===== src/rtl/sqw_pkg.sv =====
// Shared definitions for the square-wave generator/meter family.
//   meas_state_t  : meter FSM state encoding (ACQUIRE, MEAS_LOW, MEAS_HIGH)
//   SQW_TICK_DIV  : default clock cycles per duration unit
//   SQW_W         : default width of duration values
package sqw_pkg;

    typedef enum logic [1:0] {
        ACQUIRE   = 2'd0,
        MEAS_LOW  = 2'd1,
        MEAS_HIGH = 2'd2
    } meas_state_t;

    localparam int unsigned SQW_TICK_DIV = 10;
    localparam int unsigned SQW_W        = 4;

endpackage


===== src/rtl/sync_edge_detect.sv =====
// Two-flop synchronizer for an asynchronous level, plus a third flop holding
// the previous synchronized level so edges can be decoded.
//   clk   : sampling clock
//   reset : asynchronous active-low reset (all flops cleared to 0)
//   din   : asynchronous input level
//   rise  : synchronized level went 0 -> 1 (valid for one cycle)
//   fall  : synchronized level went 1 -> 0 (valid for one cycle)
module sync_edge_detect (
    input  logic clk,
    input  logic reset,
    input  logic din,
    output logic rise,
    output logic fall
);

    logic sync_p0;
    logic sync_p1;
    logic prev_p2;

    always_ff @(posedge clk or negedge reset) begin
        if (!reset) begin
            sync_p0 <= 1'b0;
            sync_p1 <= 1'b0;
            prev_p2 <= 1'b0;
        end else begin
            // stage 0: first capture, may be metastable
            sync_p0 <= din;
            // stage 1: settled synchronized level
            sync_p1 <= sync_p0;
            // stage 2: previous synchronized level for edge decode
            prev_p2 <= sync_p1;
        end
    end

    assign rise =  sync_p1 & ~prev_p2;
    assign fall = ~sync_p1 &  prev_p2;

endmodule


===== src/rtl/square_wave_meter.sv =====
// Measures the low and high durations of an asynchronous square wave in
// units of TICK_DIV clock cycles, rounded to nearest (minimum 1).
//   clk         : single clock, all state on the rising edge
//   reset       : asynchronous active-low reset
//   square_wave : asynchronous waveform under measurement
//   m_meas      : last measured low duration (W bits)
//   n_meas      : last measured high duration (W bits)
//   valid       : one-cycle pulse when a fresh full period is available
//   locked      : both a low and a high phase measured since last acquire
//   stuck       : current level has outlasted the measurable range
module square_wave_meter
    import sqw_pkg::*;
#(
    parameter int unsigned TICK_DIV = SQW_TICK_DIV,
    parameter int unsigned W        = SQW_W
) (
    input  logic         clk,
    input  logic         reset,
    input  logic         square_wave,
    output logic [W-1:0] m_meas,
    output logic [W-1:0] n_meas,
    output logic         valid,
    output logic         locked,
    output logic         stuck
);

    localparam int unsigned MAXV  = (1 << W) - 1;
    localparam int unsigned LIMIT = MAXV * TICK_DIV + TICK_DIV / 2;
    // The counter holds (phase length - 2) on a cycle with no edge, so the
    // phase reaches LIMIT synchronized cycles when the counter reads LIMIT-2.
    // Firing there also means any measured phase is at most LIMIT-1 long,
    // which always rounds to <= MAXV.
    localparam int unsigned TO_E  = LIMIT - 2;
    localparam int unsigned TO_U  = TO_E / TICK_DIV;
    localparam int unsigned TO_P  = TO_E % TICK_DIV;
    // With L = units*TICK_DIV + pre + 1, rounding adds one unit when
    // pre + 1 >= TICK_DIV - TICK_DIV/2.
    localparam int unsigned THR   = TICK_DIV - TICK_DIV / 2 - 1;
    localparam int unsigned PW    = (TICK_DIV > 1) ? $clog2(TICK_DIV) : 1;
    localparam int unsigned WX    = W + 1;

    localparam logic [W-1:0]  MAXV_V   = W'(MAXV);
    localparam logic [W-1:0]  TO_U_V   = W'(TO_U);
    localparam logic [PW-1:0] TO_P_V   = PW'(TO_P);
    localparam logic [PW-1:0] THR_V    = PW'(THR);
    localparam logic [PW-1:0] PRE_LAST = PW'(TICK_DIV - 1);

    meas_state_t   state;
    logic [PW-1:0] pre;
    logic [W-1:0]  units;
    logic          got_m;
    logic          got_n;
    logic          rise;
    logic          fall;
    logic          cnt_full;
    logic          timeout_hit;
    logic [W-1:0]  d_now;

    // Round-to-nearest unit count, clamped to 1..MAXV.
    function automatic logic [W-1:0] round_units(input logic [W-1:0]  u,
                                                 input logic [PW-1:0] p);
        logic [W:0] d;
        d = {1'b0, u};
        if (p >= THR_V)
            d = d + WX'(1);
        if (d == '0)
            d = WX'(1);
        if (d > WX'(MAXV))
            d = WX'(MAXV);
        return d[W-1:0];
    endfunction

    sync_edge_detect u_sync (
        .clk   (clk),
        .reset (reset),
        .din   (square_wave),
        .rise  (rise),
        .fall  (fall)
    );

    assign d_now       = round_units(units, pre);
    assign cnt_full    = (units == MAXV_V) && (pre == PRE_LAST);
    assign timeout_hit = (units == TO_U_V) && (pre == TO_P_V);

    // stage 3: measurement FSM and registered outputs
    always_ff @(posedge clk or negedge reset) begin
        if (!reset) begin
            state  <= ACQUIRE;
            pre    <= '0;
            units  <= '0;
            got_m  <= 1'b0;
            got_n  <= 1'b0;
            m_meas <= '0;
            n_meas <= '0;
            valid  <= 1'b0;
            locked <= 1'b0;
            stuck  <= 1'b0;
        end else begin
            valid <= 1'b0;
            if (rise || fall) begin
                pre   <= '0;
                units <= '0;
                stuck <= 1'b0;
                unique case (state)
                    ACQUIRE: begin
                        // partial phase before the first edge is discarded
                        state <= rise ? MEAS_HIGH : MEAS_LOW;
                    end
                    MEAS_LOW: begin
                        if (rise) begin
                            m_meas <= d_now;
                            got_m  <= 1'b1;
                            if (got_n)
                                locked <= 1'b1;
                            state <= MEAS_HIGH;
                        end
                    end
                    MEAS_HIGH: begin
                        if (fall) begin
                            n_meas <= d_now;
                            got_n  <= 1'b1;
                            // a fall completes a period once a low was seen
                            if (got_m) begin
                                locked <= 1'b1;
                                valid  <= 1'b1;
                            end
                            state <= MEAS_LOW;
                        end
                    end
                    default: state <= ACQUIRE;
                endcase
            end else begin
                if (!cnt_full) begin
                    if (pre == PRE_LAST) begin
                        pre   <= '0;
                        units <= units + W'(1);
                    end else begin
                        pre <= pre + PW'(1);
                    end
                end
                if ((state != ACQUIRE) && timeout_hit) begin
                    if (state == MEAS_LOW)
                        m_meas <= '0;
                    else
                        n_meas <= '0;
                    stuck  <= 1'b1;
                    locked <= 1'b0;
                    valid  <= 1'b1;
                    got_m  <= 1'b0;
                    got_n  <= 1'b0;
                    state  <= ACQUIRE;
                end
            end
        end
    end

endmodule

===== config.mk =====
export PLATFORM = sky130hd
export DESIGN_NAME = square_wave_meter
export DESIGN_NICKNAME = d
export VERILOG_FILES = /design/src/rtl/sqw_pkg.sv /design/src/rtl/sync_edge_detect.sv /design/src/rtl/square_wave_meter.sv
export SDC_FILE = /design/constraint.sdc
export NUM_CORES = 1
export LEC_CHECK = 0
export BUFFER_PORTS_ARGS = -buffer_cell sky130_fd_sc_hd__clkbuf_2
export CORE_MARGIN = 8
export CORE_UTILIZATION = 30
export DETAILED_ROUTE_END_ITERATION = 10
export GPL_TIMING_DRIVEN = 0
export PLACE_DENSITY_LB_ADDON = 0.15
export SYNTH_ARGS = -nofsm -noshare
export SYNTH_HDL_FRONTEND = slang
export SYNTH_SLANG_ARGS = --single-unit

===== constraint.sdc =====
create_clock -name clk -period 2.1 [get_ports clk]
set_clock_uncertainty 0.15 [all_clocks]
set_input_delay 0.315 -clock clk [delete_from_list [all_inputs] [get_ports clk]]
set_output_delay 0.315 -clock clk [all_outputs]
set_load 0.02 [all_outputs]

# Yosys cells after proc, flatten, opt, wreduce, memory -nomap -nowiden
# Cells that the tools add are included.
# classes
addsub,3
order_cmp,2
n_eq_ne,16
n_mux,45
bitwise_logic,4
reduce_logical,16
# op_table
cell,count
4-bit two-way mux,17
1-bit two-way mux,19
"3-bit != test, second input constant",4
3-bit AND reduction,4
2-bit two-way mux,5
5-bit two-way mux,2
"4-bit by 1-bit adder with 4-bit output, second input constant",2
"4-bit equality test, second input constant",2
"2-bit by 1-bit != test with 1-bit output, second input constant",3
"2-bit != test, second input constant",3
2-bit one-hot mux with 3 select lines,1
6-bit AND reduction,1
2-bit nonzero test,3
"4-bit by 1-bit adder with 5-bit output, second input constant",1
"5-bit by 4-bit > comparator with 1-bit output, second input constant",1
5-bit zero test,1
"4-bit by 2-bit equality test with 1-bit output, second input constant",1
"4-bit by 3-bit greater-or-equal comparator with 1-bit output, second input constant",1
4-bit AND reduction,1
1-bit logical AND,3
"3-bit by 1-bit != test with 1-bit output, second input constant",1
1-bit AND,2
"2-bit by 1-bit equality test with 1-bit output, second input constant",1
"2-bit equality test, second input constant",1
5 further kinds,6
# word_totals
regBits,26
in_bits,3
output_inout_bits,11
wordCells,99

# Logic depth before layout (Yosys ltp)
# Gate-level depths: netlist of the first run.
# depth
word_depth,9
depth_mapped,6
mapped_depth_nobuf,6

# By module
# From an unflattened synthesis of the first run, not the netlist that was laid out.
# unflattened
cells_unflattened,130
hier_area_um2,1368.8
# modules_own_cells
module,instances,cells_per_inst,area_per_inst_um2,seq_area_each_um2
square_wave_meter,1,125,1278.7,575.6
sync_edge_detect,1,5,90.1,75.1

# Least setup slack after synthesis of the first run
# No wires, ideal clock.
# synth_path
path_type,register -> register
start,register units[0]
end,register n_meas[1]
setup_ps,121
arrival_time_ps,1799
required_ps,1829
slack_ps,30
stages_incl_launch_ff,7
path_buffers,1
period_less_slack_ps,2070
path_cell_list,dfrtp_1 > ha_1 > buf_2 > nand3_1 > or3_4 > a211o_1 > a22o_1
# synth_via
elab_chain_cells,9
word_cells_on_any_way,14
classes_between,add/sub (1); order compare (1); eq/ne (1); mux (6); reduce/logical (5)
# synth_rtl
element,line,rtl
"start, declared",square_wave_meter.sv:50,logic [W-1:0] units;
"start signal, assigned",square_wave_meter.sv:136,units <= units + W'(1);
4-bit by 1-bit adder with 5-bit output,square_wave_meter.sv:65,d = d + WX'(1);
5-bit two-way mux,square_wave_meter.sv:64,if (p >= THR_V)
5-bit zero test,square_wave_meter.sv:66,if (d == '0)
5-bit two-way mux,square_wave_meter.sv:66,
5-bit by 4-bit > comparator with 1-bit output,square_wave_meter.sv:68,if (d > WX'(MAXV))
4-bit two-way mux,square_wave_meter.sv:68,
4-bit two-way mux,square_wave_meter.sv:119,if (fall) begin
4-bit two-way mux,square_wave_meter.sv:104,unique case (state)
4-bit two-way mux,square_wave_meter.sv:100,if (rise || fall) begin
"end signal, assigned",square_wave_meter.sv:120,n_meas <= d_now;
"end, declared",square_wave_meter.sv:21,"output logic [W-1:0] n_meas,"
# Parallel ways exist; a longest one is shown, timed or not. The select of a mux whose other input is x is not followed.
# A chain may end at the register's enable or synchronous reset.

# Final worst setup path of the first run
# layout_path
start,register pre[2]
end,register n_meas[1]
# layout_via
elab_chain_cells,9
word_cells_on_any_way,14
classes_between,order compare (2); eq/ne (1); mux (6); reduce/logical (5)
# layout_rtl
element,line,rtl
"start, declared",square_wave_meter.sv:49,logic [PW-1:0] pre;
"start signal, assigned",square_wave_meter.sv:138,pre <= pre + PW'(1);
4-bit by 3-bit greater-or-equal comparator with 1-bit output,square_wave_meter.sv:64,
5-bit two-way mux,square_wave_meter.sv:64,
5-bit zero test,square_wave_meter.sv:66,
5-bit two-way mux,square_wave_meter.sv:66,
5-bit by 4-bit > comparator with 1-bit output,square_wave_meter.sv:68,
4-bit two-way mux,square_wave_meter.sv:68,
4-bit two-way mux,square_wave_meter.sv:119,
4-bit two-way mux,square_wave_meter.sv:104,
4-bit two-way mux,square_wave_meter.sv:100,
# Parallel ways exist; a longest one is shown, timed or not. The select of a mux whose other input is x is not followed.

==> results.sh, run 1 <==
export IMPL_grt_pass1_vias=1128
export IMPL_core_region_area_um2=4350
export IMPL_slew_limit_headroom=0.547
export IMPL_post_place_ws_ns=-0.216
export IMPL_synthDistinctLibCells=38
export IMPL_grt_busiest_layer="met2"
export IMPL_h_tree_depth=1
export IMPL_grt_overflow=0
export IMPL_worstSetupStartpointType="register"
export IMPL_p_leak_nw=0.720
export IMPL_netlist_area_um2=1350
export IMPL_hold_end="u_sync.sync_p1"
export IMPL_drive_gt1_frac=0.208
export IMPL_gr_usage_met1=0.118
export IMPL_critical_path_max_fanout=8
export IMPL_r2r_end="n_meas[1]"
export IMPL_clkPwrFrac=0.300
export IMPL_required_ns=2.12
export IMPL_hold_violations=0
export IMPL_seqPwrFrac=0.441
export IMPL_synth_area_top_cells="dfrtp_1 48%, ha_1 5.6%, a22o_1 3.9%"
export IMPL_tritoncts="done"
export IMPL_rr_worst_depth=5
export IMPL_io_buffer_count=13
export IMPL_cts_root_buf="clkbuf_8"
export IMPL_syn2layout_area_growth_pct=20.2
export IMPL_numCtsBuffers=3
export IMPL_start_util=0.310
export IMPL_grt_pass1_wl_um=5380
export IMPL_p_switching_uw=443
export IMPL_p_total_mw=1.41
export IMPL_routabilityCongestion=0.764
export IMPL_die_h_um=83.1
export IMPL_regToRegStartpoint="pre[2]"
export IMPL_whs_path_depth=0
export IMPL_combPwrFrac=0.259
export IMPL_syn_avg_cell_area_um2=9.93
export IMPL_worst_path_dominant_cell_family="simple AND/OR/NAND/NOR gates"
export IMPL_die_x_um=83.1
export IMPL_internal_power_uw=971
export IMPL_yosys_warnings=0
export IMPL_powerDensity_nw_per_um2=871
export IMPL_fin_hold_ws_ns=0.211
export IMPL_antenna_found_initial=0
export IMPL_multi_input_area_um2=659
export IMPL_numClockSinks=26
export IMPL_drv_slew=0
export IMPL_cap_viol_max_count=0
export IMPL_routed_via_density=5.32
export IMPL_swShare=0.313
export IMPL_drt_pass1_iter_count=4
export IMPL_use_met3=0.0225
export IMPL_grt_usage=0.0922
export IMPL_hp_class="reg2reg"
export IMPL_path_cells="or2_1 -> buf_6 -> or3_4 -> a211o_1 -> a22o_1"
export IMPL_seqCellArea_um2=653
export IMPL_rrSetupSlack_ns=0.05
export IMPL_met2_usage=0.144
export IMPL_wire_per_inst_um=15.1
export IMPL_drc=0
export IMPL_min_period_ns=2.05
export IMPL_grt_max_degree=27
export IMPL_finalCritPeriodShare=0.975
export IMPL_antenna_left=0
export IMPL_clockBufferDepth=2
export IMPL_diodes=0
export IMPL_critPathCaptureType="register"
export IMPL_dp_hpwl_um=2190
export IMPL_setup_viol=0
export IMPL_critPathBufInv=1
export IMPL_syn_nets=145
export IMPL_synth_cells=136
export IMPL_rsz0062_at_grt="no"
export IMPL_finalWirelength_um=3200
export IMPL_dieArea_um2=6900
export IMPL_path_clk_slew_ns=0.10
export IMPL_worstMarginPinSlew_ns=0.680
export IMPL_std_cell_rows=24
export IMPL_max_stage_delay_ns=0.46
export IMPL_insertion_delay_ns=0.28
export IMPL_synth_top_area_share=0.482
export IMPL_critPathArrivalTime_ns=2.07
export IMPL_layout_setup_ws_ns=0.0522
export IMPL_synth_top_area_cell="dfrtp_1"
export IMPL_fmax_mhz=488
export IMPL_fillers=418
export IMPL_ys_ff_latch=26
export IMPL_fin_nets=169
export IMPL_ys_seq_area_frac=0.482
export IMPL_drt_iter0_markers=27
export IMPL_dr_total_vias=1122
export IMPL_critPathKind="reg2reg"
export IMPL_critical_path_slowest_cell="dfrtp_2"
export IMPL_pin_count=14
export IMPL_hp_start="u_sync.sync_p0"
export IMPL_final_common_cell="dfrtp_1"
export IMPL_ir_worst_vdd_mv=0.477
export IMPL_outcome="finished, final reports clean"
export IMPL_final_cell_mix="24 x dfrtp_1, 13 x clkbuf_2, 12 x nor2_1"
[state kept, by name, indices dropped and copies added (netlist names)]
name and cells:
got_m 1, got_n 1, locked 1, m_meas 4, n_meas 4, pre 4
state 2, stuck 1, u_sync.prev_p2 1, u_sync.sync_p0 1, u_sync.sync_p1 1, units 4
valid 1
[power groups by stage]
stage          Clock, mW  Sequential (mW)  Combinational (mW)
5_1_grt            0.449            0.634               0.410
2_1_floorplan          0            0.659               0.223
3_5_place_dp           0            0.630               0.364
6_report           0.424            0.623               0.367
3_3_place_gp           0            0.627               0.353
4_1_cts            0.437            0.622               0.368
[cell families (layout without fill, tap and decap cells)]
kind of cell / count (synthesis) / in the layout / share of synthesized area
AOI/OAI and AO/OA: 39 / 39 / 0.203
and+or+nand+nor: 49 / 49 / 0.186
DFF: 26 / 26 / 0.482
buffers and inverters: 11 / 34 / 0.0389
muxes: 2 / 2 / 0.0148
adders and majority gates: 6 / 6 / 0.0556
xor gates and xnor gates: 3 / 3 / 0.0195
[cells in the mapped netlist, drive strengths merged]
library cell   n
nand3          5
o21ai          7
dfrtp         26
o21ba          1
nor2          12
or2            2
or3            3
clkbuf         2
o22ai          1
nor2b          4
a22o           6
o31ai          1
a22oi          1
nor3          10
a311oi         2
a21o           1
o211ai         1
nand2          7
o2bb2ai        3
a21boi         1
a21oi          9
xnor2          3
buf            4
mux2i          2
and3           2
o21a           2
and3b          1
nand3b         1
a32o           2
ha             6
nand2b         2
a211o          1
inv            5
[routing by layer]
metal | vias to the layer above | part of all wire
met5 | - | 0
li1 | 532 | -
met4 | 0 | 0.014
met2 | 22 | 0.47
met1 | 563 | 0.48
met3 | 5 | 0.038
[stage by stage]
step	instance area [um^2]	TNS, ns	std cells	utilization
4_1_cts	1600	0	209	0.368
3_3_place_gp	1480	-0.620	201	0.340
3_5_place_dp	1480	-0.848	201	0.340
2_1_floorplan	1350	0	136	-
5_1_grt	1620	0	211	0.373
6_report	1620	0	211	0.373
[cell type report]
class,instances,share of cell area
Multi-Input combinational cell,99,0.406
Buffer,6,0.0247
Clock inverter,1,0.0185
Tap cell,52,0.0401
Sequential cell,26,0.402
Clock buffer,3,0.0254
Inverter,5,0.0116
Timing Repair Buffer,19,0.0709
[how the worst max path moves through the flow]
stage | startpoint | to | depth (start not counted)
floorplan | units[0] | n_meas[1] | 6
global placement | units[0] | n_meas[1] | 6
detailed placement | units[0] | n_meas[1] | 6
CTS | pre[2] | n_meas[1] | 5
global route | units[1] | n_meas[1] | 6
finish | pre[2] | n_meas[1] | 5
[repair_timing]
item / CTS / global route
setup endpoints to repair: 8 / 4
gates resized for setup: 3 / 4
hold endpoints to repair: 27 / 0
pin swaps: 0 / 1
buffers inserted: 2 / 2
hold buffers: 2 / 0
Note: power is estimated with default switching activity, not from simulation.
==> inputs of run 2 (changes only) <==
--- a/config.mk
+++ b/config.mk
@@ -8,8 +8,11 @@
 export BUFFER_PORTS_ARGS = -buffer_cell sky130_fd_sc_hd__clkbuf_2
 export CORE_MARGIN = 8
 export CORE_UTILIZATION = 30
+export CTS_CLUSTER_DIAMETER = 40
 export DETAILED_ROUTE_END_ITERATION = 10
 export GPL_TIMING_DRIVEN = 0
+export HOLD_SLACK_MARGIN = 0.02
+export MAX_ROUTING_LAYER = met4
 export PLACE_DENSITY_LB_ADDON = 0.15
 export SYNTH_ARGS = -nofsm -noshare
 export SYNTH_HDL_FRONTEND = slang
==> results.sh, run 2 (synthesis results as in run 1) <==
export IMPL_outcome="finished, final reports clean"
export IMPL_routabilityCongestion=0.774
export IMPL_finalCritPeriodShare=0.973
export IMPL_post_place_ws_ns=-0.216
export IMPL_fin_hold_ws_ns=0.212
export IMPL_layoutNonFillerInstCount=211
export IMPL_final_util=0.373
export IMPL_grt_max_degree=27
export IMPL_critPathArrivalTime_ns=2.07
export IMPL_multi_input_area_um2=659
export IMPL_worstSetupStartpoint="pre[2]"
export IMPL_critPathCaptureType="register"
export IMPL_finalWirelength_um=3200
export IMPL_required_ns=2.12
export IMPL_diodes=0
export IMPL_slew_limit_headroom=0.555
export IMPL_endpoint="n_meas[1]"
export IMPL_wire_per_inst_um=15.1
export IMPL_dieArea_um2=6900
export IMPL_drc=0
export IMPL_dpl_cell_area_um2=1480
export IMPL_routed_via_density=5.35
export IMPL_die_x_um=83.1
export IMPL_dr_total_vias=1129
export IMPL_die_h_um=83.1
export IMPL_fin_nets=169
export IMPL_drv_slew=0
export IMPL_pin_count=14
export IMPL_worst_path_dominant_cell_family="simple AND/OR/NAND/NOR gates"
export IMPL_path_depth=5
export IMPL_p_total_mw=1.41
export IMPL_critical_path_max_fanout=8
export IMPL_insertion_delay_ns=0.28
export IMPL_std_cell_rows=24
export IMPL_clockBufferDepth=2
export IMPL_layout_setup_ws_ns=0.0557
export IMPL_powerDensity_nw_per_um2=872
export IMPL_grt_overflow=0
export IMPL_hold_violations=0
export IMPL_drt_iter0_markers=29
export IMPL_critical_path_slowest_cell="dfrtp_2"
export IMPL_cts_root_buf="clkbuf_8"
export IMPL_final_common_cell="dfrtp_1"
export IMPL_h_tree_depth=1
export IMPL_p_leak_nw=0.720
export IMPL_final_area_um2=1620
export IMPL_tritoncts="done"
export IMPL_rsz0062_at_grt="no"
export IMPL_dp_hpwl_um=2190
export IMPL_rr_worst_depth=5
export IMPL_cap_viol_max_count=0
export IMPL_antenna_left=0
export IMPL_setup_viol=0
export IMPL_ir_worst_vdd_mv=0.480
export IMPL_drive_gt1_frac=0.208
export IMPL_critPathBufInv=1
export IMPL_seqCellArea_um2=653
export IMPL_r2r_end="n_meas[1]"
export IMPL_regToRegStartpoint="pre[2]"
export IMPL_syn2layout_area_growth_pct=20.2
export IMPL_worstMarginPinSlew_ns=0.668
export IMPL_critPathKind="reg2reg"
export IMPL_setup_tns_ns=0
export IMPL_path_clk_slew_ns=0.10
export IMPL_min_period_ns=2.04
export IMPL_fmax_mhz=489
export IMPL_grt_pass1_wl_um=5390
export IMPL_numClockSinks=26
export IMPL_antenna_found_initial=0
export IMPL_numCtsBuffers=3
export IMPL_start_util=0.310
export IMPL_grt_pass1_vias=1129
export IMPL_dp_cells=201
export IMPL_hp_class="reg2reg"
export IMPL_final_cell_mix="24 x dfrtp_1, 13 x clkbuf_2, 12 x nor2_1"
export IMPL_fillers=418
export IMPL_drt_pass1_iter_count=4
export IMPL_max_stage_delay_ns=0.46
export IMPL_core_region_area_um2=4350
export IMPL_io_buffer_count=13
export IMPL_grt_usage=0.0947
export IMPL_path_cells="or2_1 -> buf_6 -> or3_4 -> a211o_1 -> a22o_1"
export IMPL_worstSetupStartpointType="register"
export IMPL_rrSetupSlack_ns=0.06
==> run 2: cell counts in the layout (fill, tap and decap cells not counted) <==
Identical to the previous run, type by type.
==> run 2: worst min-delay path by stage <==
| stage | start | end | slack (ns) | cells after the start |
|---|---|---|---|---|
| after floorplan | reset | got_m | -0.13 | 0 |
| after global placement | u_sync.sync_p0 | u_sync.sync_p1 | 0.19 | 0 |
| after detailed placement | u_sync.sync_p0 | u_sync.sync_p1 | 0.19 | 0 |
| after CTS | u_sync.sync_p0 | u_sync.sync_p1 | 0.22 | 0 |
| after global routing | u_sync.sync_p0 | u_sync.sync_p1 | 0.22 | 0 |
| final | u_sync.sync_p0 | u_sync.sync_p1 | 0.21 | 0 |
==> run 2: what timing repair did <==
item	in CTS	in global routing
endpoints found under the hold margin	27	0
setup buffers	2	2
hold buffers	2	0
pin swaps	0	1
resized for setup	3	4
setup endpoints to repair	8	4
==> run 2: final cells by class <==
class / count / area share
well taps: 52 / 0.0401
clock inverters: 1 / 0.0185
flip-flops and latches: 26 / 0.402
multi-input cells: 99 / 0.406
clock buffers: 3 / 0.0254
repair buffers: 19 / 0.0709
plain buffers: 6 / 0.0247
inverters: 5 / 0.0116
==> run 2: power breakdown <==
part           internal, mW  switching, mW
Clock                 0.255          0.170
Sequential            0.563         0.0602
Combinational         0.153          0.213
Total                 0.971          0.444
==> run 2: layer usage <==
layer / vias up / part of all wire / track usage
met4: 0 / 0.013 / 0.0367
met2: 27 / 0.47 / 0.143
met3: 5 / 0.025 / 0.0156
li1: 532 / - / -
met5: - / 0 / -
met1: 565 / 0.50 / 0.123
